**src/rtl/fsm_rr_arbiter.sv**
```systemverilog
`default_nettype none
// +----------------------------------------------------------------------+
// | fsm_rr_arbiter: IDLE/GRANT/RELEASE round-robin arbiter with a        |
// | registered shared data bus. Optional hold watchdog: FSM_ARB_TIMEOUT_EN|
// | Rev 1.0                                                              |
// +----------------------------------------------------------------------+
module fsm_rr_arbiter #(
   parameter int N_REQ    = 4,
   parameter int DATA_W   = 8,
   parameter int MAX_HOLD = 16
) (
   input  logic                    clk,
   input  logic                    rst_n,
   input  logic [N_REQ-1:0]        req,
   input  logic [N_REQ-1:0]        done,
   input  logic [N_REQ*DATA_W-1:0] din,
   output logic [N_REQ-1:0]        gnt,
   output logic                    gnt_valid,
   output logic [DATA_W-1:0]       dout,
   output logic [7:0]              grant_cnt,
   output logic                    timeout
);

   localparam int IDX_W = (N_REQ > 1) ? $clog2(N_REQ) : 1;
   localparam logic [IDX_W-1:0] LAST_RST = IDX_W'(N_REQ - 1);
   localparam logic [N_REQ-1:0] GNT_ONE  = {{(N_REQ-1){1'b0}}, 1'b1};

   typedef enum logic [1:0] {
      ST_IDLE    = 2'd0,
      ST_GRANT   = 2'd1,
      ST_RELEASE = 2'd2
   } state_t;

   if (N_REQ < 2 || N_REQ > 8 || MAX_HOLD < 2) begin : g_param_check
      $error("fsm_rr_arbiter: unsupported N_REQ or MAX_HOLD");
   end

   state_t             state_q, state_d;
   logic [IDX_W-1:0]   last_q, last_d;
   logic [IDX_W-1:0]   owner_q, owner_d;
   logic [N_REQ-1:0]   gnt_q, gnt_d;
   logic [DATA_W-1:0]  dout_q, dout_d;
   logic [7:0]         grant_cnt_q, grant_cnt_d;

   logic               pick_found;
   logic [IDX_W-1:0]   pick_idx;
   logic [DATA_W-1:0]  pick_data;
   logic [DATA_W-1:0]  own_data;
   logic               rel;

`ifdef FSM_ARB_TIMEOUT_EN
   localparam int HOLD_W = $clog2(MAX_HOLD + 1);
   localparam logic [HOLD_W-1:0] HOLD_LAST = HOLD_W'(MAX_HOLD - 1);
   logic [HOLD_W-1:0]  hold_cnt_q, hold_cnt_d;
   logic               timeout_q, timeout_d;
`endif

   // Search starts one past the last winner, so the previous owner ranks lowest.
   always_comb begin
      pick_found = 1'b0;
      pick_idx   = last_q;
      for (int i = 1; i <= N_REQ; i++) begin
         if (!pick_found && req[(int'(last_q) + i) % N_REQ]) begin
            pick_found = 1'b1;
            pick_idx   = IDX_W'((int'(last_q) + i) % N_REQ);
         end
      end
   end

   assign pick_data = din[int'(pick_idx) * DATA_W +: DATA_W];
   assign own_data  = din[int'(owner_q) * DATA_W +: DATA_W];

   always_comb begin
      state_d     = state_q;
      last_d      = last_q;
      owner_d     = owner_q;
      gnt_d       = gnt_q;
      dout_d      = dout_q;
      grant_cnt_d = grant_cnt_q;
      rel         = 1'b0;
`ifdef FSM_ARB_TIMEOUT_EN
      hold_cnt_d  = hold_cnt_q;
      timeout_d   = 1'b0;
`endif
      case (state_q)
         ST_IDLE: begin
            gnt_d  = '0;
            dout_d = '0;
            if (pick_found) begin
               owner_d     = pick_idx;
               gnt_d       = GNT_ONE << pick_idx;
               dout_d      = pick_data;
               grant_cnt_d = grant_cnt_q + 8'd1;
               state_d     = ST_GRANT;
`ifdef FSM_ARB_TIMEOUT_EN
               hold_cnt_d  = '0;
`endif
            end
         end
         ST_GRANT: begin
            dout_d = own_data;
`ifdef FSM_ARB_TIMEOUT_EN
            if (hold_cnt_q != HOLD_LAST) begin
               hold_cnt_d = hold_cnt_q + 1'b1;
            end
`endif
            // done outranks withdrawal, which outranks the watchdog.
            if (done[owner_q]) begin
               rel = 1'b1;
            end else if (!req[owner_q]) begin
               rel = 1'b1;
`ifdef FSM_ARB_TIMEOUT_EN
            end else if (hold_cnt_q == HOLD_LAST) begin
               rel       = 1'b1;
               timeout_d = 1'b1;
`endif
            end
            if (rel) begin
               gnt_d   = '0;
               dout_d  = '0;
               state_d = ST_RELEASE;
            end
         end
         ST_RELEASE: begin
            gnt_d   = '0;
            dout_d  = '0;
            last_d  = owner_q;
            state_d = ST_IDLE;
         end
         default: begin
            gnt_d   = '0;
            dout_d  = '0;
            state_d = ST_IDLE;
         end
      endcase
   end

   always_ff @(posedge clk) begin
      if (!rst_n) begin
         state_q     <= ST_IDLE;
         last_q      <= LAST_RST;
         owner_q     <= '0;
         gnt_q       <= '0;
         dout_q      <= '0;
         grant_cnt_q <= '0;
`ifdef FSM_ARB_TIMEOUT_EN
         hold_cnt_q  <= '0;
         timeout_q   <= 1'b0;
`endif
      end else begin
         state_q     <= state_d;
         last_q      <= last_d;
         owner_q     <= owner_d;
         gnt_q       <= gnt_d;
         dout_q      <= dout_d;
         grant_cnt_q <= grant_cnt_d;
`ifdef FSM_ARB_TIMEOUT_EN
         hold_cnt_q  <= hold_cnt_d;
         timeout_q   <= timeout_d;
`endif
      end
   end

   assign gnt       = gnt_q;
   assign gnt_valid = |gnt_q;
   assign dout      = dout_q;
   assign grant_cnt = grant_cnt_q;
`ifdef FSM_ARB_TIMEOUT_EN
   assign timeout   = timeout_q;
`else
   assign timeout   = 1'b0;
`endif

endmodule
`default_nettype wire

```
**config.mk**
```make
export PLATFORM = sky130hd
export DESIGN_NAME = fsm_rr_arbiter
export DESIGN_NICKNAME = d
export VERILOG_FILES = /design/src/rtl/fsm_rr_arbiter.sv
export SDC_FILE = /design/constraint.sdc
export NUM_CORES = 1
export LEC_CHECK = 0
export CORE_ASPECT_RATIO = 1.25
export CORE_MARGIN = 5
export CORE_UTILIZATION = 47
export CTS_BUF_LIST = sky130_fd_sc_hd__clkbuf_16
export DETAILED_ROUTE_END_ITERATION = 7
export GPL_TIMING_DRIVEN = 0
export PLACE_DENSITY = 0.95
export SKIP_LAST_GASP = 1
export SYNTH_ARGS = -nofsm -noshare
export SYNTH_HDL_FRONTEND = slang
export SYNTH_SLANG_ARGS = --single-unit
```
**constraint.sdc**
```tcl
create_clock -name clk -period 2.9 [get_ports clk]
set_input_delay 0.58 -clock clk [delete_from_list [all_inputs] [get_ports clk]]
set_output_delay 0.58 -clock clk [all_outputs]
set_load 0.03 [all_outputs]
```
==> run metrics, run 1 <==
setup tns final 0 ns; Post-Layout Cell Count 274; RSZ-0062 raised after global routing false; Syn Area/Cell 9.825 um2; filler instances 268; Slew Limit Fails 0; pwr dens 514.9 nW/um2; Post-CTS Hold Buffers 0; Register-to-Register Setup Slack 1.17 ns; Cells after Synth 169; die footprint 4829 um2; status completed; ANT cells 0; Pwr Total 1.254 mW; ys async rst share 0%; I/O Buffers 62; clk slew on worst S/H paths 0.07 ns; Seq cells post-synth 26; WL per Instance 17.71 um; # setup viols final 0; Core Area 3453 um2; FF-to-FF Start last_q[0]$_SDFFE_PN1N_; Clock Path Buffers 2; Rows 24; H-tree levels 1; Worst-Skew Late Latency 0.26 ns; final instance area 2435 um2; Startpoint Class input pin; Antenna Nets Post-Route 0; largest net degree at the start of global routing 16; actual slew at the worst max-slew pin 0.6458 ns; Worst Clk Skew 0.002959 ns; Seq/Total Area, Yosys 31.35%; clk sinks 26; CTS tree yes; post-CTS sizing 0; Synth Net Count 212; Req. time, crit path 3.04 ns; Synth Flop Type dfxtp_1; pre-CTS WS 0.3504 ns; Ys Warns 0; Max Freq 434.1 MHz; Max Cap Violations 0; FF-to-FF End dout[2]$_SDFF_PN0_; placed cell areas 2330 um2; Tmin final 2.304 ns; clk root buf clkbuf_16; final wirelength 4.852 mm; number of global-route vias before repair 1742; nature of the critical path endpoint flip-flop; Worst EP arrival 2.44 ns; R2R cell count 5; via/cell ratio 5.901; critical path endpoint dout[5]$_SDFF_PN0_; final worst slack 0.5963 ns; post-synthesis cell type count 41; Cell Count Post-Placement 270; Area Growth Syn to Fin 46.65%; Top-Level Pins 64; Final Hold Fails 0; Post-Synthesis Cell Area 1660 um2; final net count 279; overall track demand over capacity in global routing 20.73%; CTS Buf Count 3; HP Class reg2reg; Max FO, Critical Path 10; Post-synth EDFFs 0; starting density of the core 48.08%; first-pass GRT wire length 8.335 mm; VDD IR max 0.0003240 V; Crit Path Category in2reg; DR pass1 iterations 4; crit share post-route 79.44%; die span in y 76.45 um; Lkg Pwr 0.8926 nW; share of post-route cells with drive strength above 1 12.34%; Max-Slew Margin vs Limit 56.55%; Post-CTS Setup Bufs 0; Residual DRC 0; detailed placement HPWL 3.550 mm; Crit. Startpoint req[2]; initial antenna violation count 0; via count 1617; Iteration-0 DRC Markers 69; total congestion overflow 0; gpl congestion 0.8593; die width 63.16 um
-- cells in the final DEF (no fill, tap or decap), drive strengths merged, types with 2 or more instances in the layout --
| master | n |
|---|---|
| nand2b | 7 |
| a32oi | 4 |
| nor3 | 2 |
| buf | 5 |
| and2 | 7 |
| xnor2 | 4 |
| nand2 | 14 |
| a211oi | 2 |
| or2 | 2 |
| xor2 | 3 |
| clkdlybuf4s50 | 62 |
| a21oi | 2 |
| o211ai | 7 |
| nand3 | 5 |
| o21a | 4 |
| mux2i | 11 |
| mux4 | 9 |
| nor4 | 2 |
| nor2b | 10 |
| dfxtp | 26 |
| nor3b | 2 |
| nand4 | 9 |
| nor2 | 4 |
| a211o | 7 |
| clkbuf | 8 |
| o31ai | 8 |
-- worst max-delay path, cell delays in order --
cell and delay, ns:
clkdlybuf4s50_1 0.51, nor4_1 0.63, nor3_2 0.18, buf_2 0.24, nand3_2 0.17, o211ai_1 0.13
-- kinds of logic after synthesis --
| kind of cell | Yosys count | synth area share, % |
|---|---|---|
| buffers and inverters | 10 | 3.013 |
| XOR/XNOR | 7 | 3.693 |
| AO/OA/AOI/OAI | 37 | 17.94 |
| adder cells (fa/ha/maj) | 1 | 0.7535 |
| AND/OR/NAND/NOR | 67 | 24.19 |
| multiplexers | 20 | 18.84 |
| flip-flops | 26 | 31.35 |
| other | 1 | 0.2259 |
-- worst min path at each step --
stage,depth (start not counted),to,start
3_5_place_dp,2,gnt[2]$_SDFFE_PN0P_,gnt[2]$_SDFFE_PN0P_
3_3_place_gp,2,gnt[2]$_SDFFE_PN0P_,gnt[2]$_SDFFE_PN0P_
4_1_cts,2,gnt[2]$_SDFFE_PN0P_,gnt[2]$_SDFFE_PN0P_
5_1_grt,2,gnt[2]$_SDFFE_PN0P_,gnt[2]$_SDFFE_PN0P_
2_1_floorplan,2,last_q[0]$_SDFFE_PN1N_,last_q[0]$_SDFFE_PN1N_
6_report,2,gnt[2]$_SDFFE_PN0P_,gnt[2]$_SDFFE_PN0P_
-- where the power goes --
group / leakage, nW / total, mW / switching [mW] / internal [mW]
clock: 0.0511 / 0.404 / 0.129 / 0.275
combinational: 0.629 / 0.432 / 0.218 / 0.214
sequential: 0.213 / 0.418 / 0.0239 / 0.394
-- cell type report --
cell class                      count  area (um2)  share of cell area, %
Buffer                             10       50.05                  2.055
Sequential cell                    26       520.5                  21.38
Clock buffer                        3       75.07                  3.083
Clock inverter                      1       30.03                  1.233
Timing Repair Buffer               62       620.6                  25.49
Multi-Input combinational cell    133        1090                  44.76
Tap cell                           39       48.80                  2.004
-- layer usage --
layer  GRT usage [%]  vias to the layer above  share of wire [%]
li1                -                      779                  -
met1           23.95                      768                 38
met2           35.73                       59                 52
met3           5.162                       11                7.3
met4           8.493                        0                1.9
met5               0                        -                  0
-- stage by stage --
stage	util (%)	hold slack [ns]
floorplan	-	0.5158
global placement	67.46	0.5249
detailed placement	67.46	0.5291
CTS	70.51	0.5489
global route	70.51	0.6008
finish	70.51	0.5381
-- cells in the mapped netlist, types with 7 or more instances --
cell type  instances  area (um2)
a211o_1            7       61.31
mux4_2             9       202.7
o211ai_1           7       52.55
nor2b_1            9       56.30
o31ai_1            8       60.06
dfxtp_1           26       520.5
nand4_1            9       56.30
mux2i_1           11       110.1
nand2_1           14       52.55
and2_1             7       43.79
nand2b_1           7       43.79
-- sequential cells by signal, indices dropped and copies added, names as in the netlist --
name / flops
dout: 8
grant_cnt: 8
gnt: 4
last_q: 2
owner_q: 2
state_q: 2
Note: power is estimated with default switching activity, not from simulation.
==> run 2, diff against run 1 <==
--- a/config.mk
+++ b/config.mk
@@ -7,11 +7,11 @@
 export LEC_CHECK = 0
 export CORE_ASPECT_RATIO = 1.25
 export CORE_MARGIN = 5
-export CORE_UTILIZATION = 47
+export CORE_UTILIZATION = 44
 export CTS_BUF_LIST = sky130_fd_sc_hd__clkbuf_16
 export DETAILED_ROUTE_END_ITERATION = 7
 export GPL_TIMING_DRIVEN = 0
-export PLACE_DENSITY = 0.95
+export PLACE_DENSITY = 0.91
 export SKIP_LAST_GASP = 1
 export SYNTH_ARGS = -nofsm -noshare
 export SYNTH_HDL_FRONTEND = slang
==> constraint.sdc (replaced) <==
create_clock -name clk -period 2.28 [get_ports clk]
set_input_delay 0.456 -clock clk [delete_from_list [all_inputs] [get_ports clk]]
set_output_delay 0.456 -clock clk [all_outputs]
set_load 0.03 [all_outputs]
==> run 2 against run 1 <==
Routed wire length down 4.2%. Hold slack improved by 0.0036 ns. Cell count rose by 0.36%.
==> run metrics, run 2 (synthesis results as in run 1) <==
status completed; overall track demand over capacity in global routing 19.70%; hold_sp gnt[2]$_SDFFE_PN0P_; pre-CTS WS -0.1238 ns; # setup viols final 0; Req. time, crit path 1.82 ns; RSZ-0062 raised after global routing false; H-tree levels 1; CTS tree yes; met3 Use GR 6.152%; Worst path max stage delay 0.61 ns; setup tns final 0 ns; die span in y 78.68 um; I/O Buffers 62; crit share post-route 96.09%; Antenna Nets Post-Route 0; Post-Layout Cell Count 275; crit path cell chain or4_1 > clkdlybuf4s50_1; Post-CTS Hold Buffers 0; final net count 279; final wirelength 4.649 mm; clk slew on worst S/H paths 0.07 ns; Max-Slew Margin vs Limit 50.54%; pwr dens 615.0 nW/um2; ANT cells 0; Tmin final 2.191 ns; Worst EP arrival 1.73 ns; delay-heaviest family, CP buffers and inverters; Max Freq 456.4 MHz; Lkg Pwr 0.8800 nW; number of global-route vias before repair 1750; Iteration-0 DRC Markers 122; Clock Path Buffers 2; Pwr Total 1.482 mW; Worst-Skew Late Latency 0.26 ns; Rows 25; met2 Use GR 34.49%; share of post-route cells with drive strength above 1 11.91%; largest net degree at the start of global routing 15; detailed placement HPWL 3.595 mm; Crit Path Category reg2out; Slowest-stage cell, CP clkdlybuf4s50_1; gpl congestion 0.7717; Top-Level Pins 64; Residual DRC 0; DR pass1 iterations 4; nature of the critical path endpoint output port; Cell Count Post-Placement 271; via count 1589; met1 GRT Util 22.06%; Final Hold Fails 0; total congestion overflow 0; via/cell ratio 5.778; initial antenna violation count 0; Core Area 3722 um2; VDD IR max 0.0004409 V; Area Growth Syn to Fin 45.14%; die width 64.95 um; Max Cap Violations 0; HP Class reg2reg; filler instances 294; Startpoint Class flip-flop; die footprint 5110 um2; Max FO, Critical Path 3; CTS Buf Count 3; commonest non-fill, non-tap cells in the layout 62 x clkdlybuf4s50_1, 26 x dfxtp_1, 14 x nand2_1; actual slew at the worst max-slew pin 0.7351 ns; CP bufs+invs 1; clk sinks 26; WL per Instance 16.91 um; Slew Limit Fails 0; starting density of the core 44.61%; Crit. Startpoint gnt[3]$_SDFFE_PN0P_; Worst Clk Skew 0.004939 ns; Post-CTS Setup Bufs 0; post-CTS sizing 0; FF-to-FF Start last_q[0]$_SDFFE_PN1N_; final worst slack 0.08917 ns; clk root buf clkbuf_16; first-pass GRT wire length 8.010 mm; grt peak-use layer met2; commonest non-fill, non-tap cell in the layout clkdlybuf4s50_1
run 2: changes by cell type in the layout (fill, tap and decap cells not counted):
cell       previous run  this run
bufinv_16             1         0
clkinv_1              0         1
run 2: power breakdown:
group          internal, mW  total [mW]  switching, mW
registers             0.501       0.531         0.0303
clock network         0.235       0.400          0.165
logic                 0.273       0.551          0.278
total                  1.01        1.48          0.473
run 2: path summary, 6_finish.rpt:
| check | depth (start not counted) | end | slack, ns |
|---|---|---|---|
| worst max-delay path | 2 | gnt_valid | 0.09 |
| worst min-delay path | 2 | gnt[2]$_SDFFE_PN0P_ | 0.54 |
| worst max register to register | 6 | dout[0]$_SDFF_PN0_ | 0.55 |
| worst min register to register | 2 | gnt[2]$_SDFFE_PN0P_ | 0.54 |
run 2: metal layers:
metal  part of all wire [%]  wire length (um)
met5                      0                 0
met4                   0.77                36
met3                    7.8               361
met2                     52              2428
met1                     39              1823
run 2: area by class of cell:
type,instances,area [um2],area share (%)
Buffer,10,50.05,2.077
Clock buffer,3,75.07,3.115
Clock inverter,1,3.754,0.1558
Multi-Input combinational cell,133,1090,45.22
Sequential cell,26,520.5,21.60
Tap cell,40,50.05,2.077
Timing Repair Buffer,62,620.6,25.75
run 2: worst min-delay path, delay by kind of cell, from the launching register on:
| kind | cells | cell delay, ns |
|---|---|---|
| flip-flops | 1 | 0.35 |
| AND/OR/NAND/NOR | 1 | 0.09 |
| AO/OA/AOI/OAI | 1 | 0.07 |
run 2: metrics by stage:
step                util, %  area [um2]  hold slack [ns]
CTS                   64.74        2410           0.5425
finish                64.74        2410           0.5417
detailed placement    62.62        2331           0.5322
global route          64.74        2410           0.5843
global placement      62.62        2331           0.5228
floorplan                 -        1660           0.5158
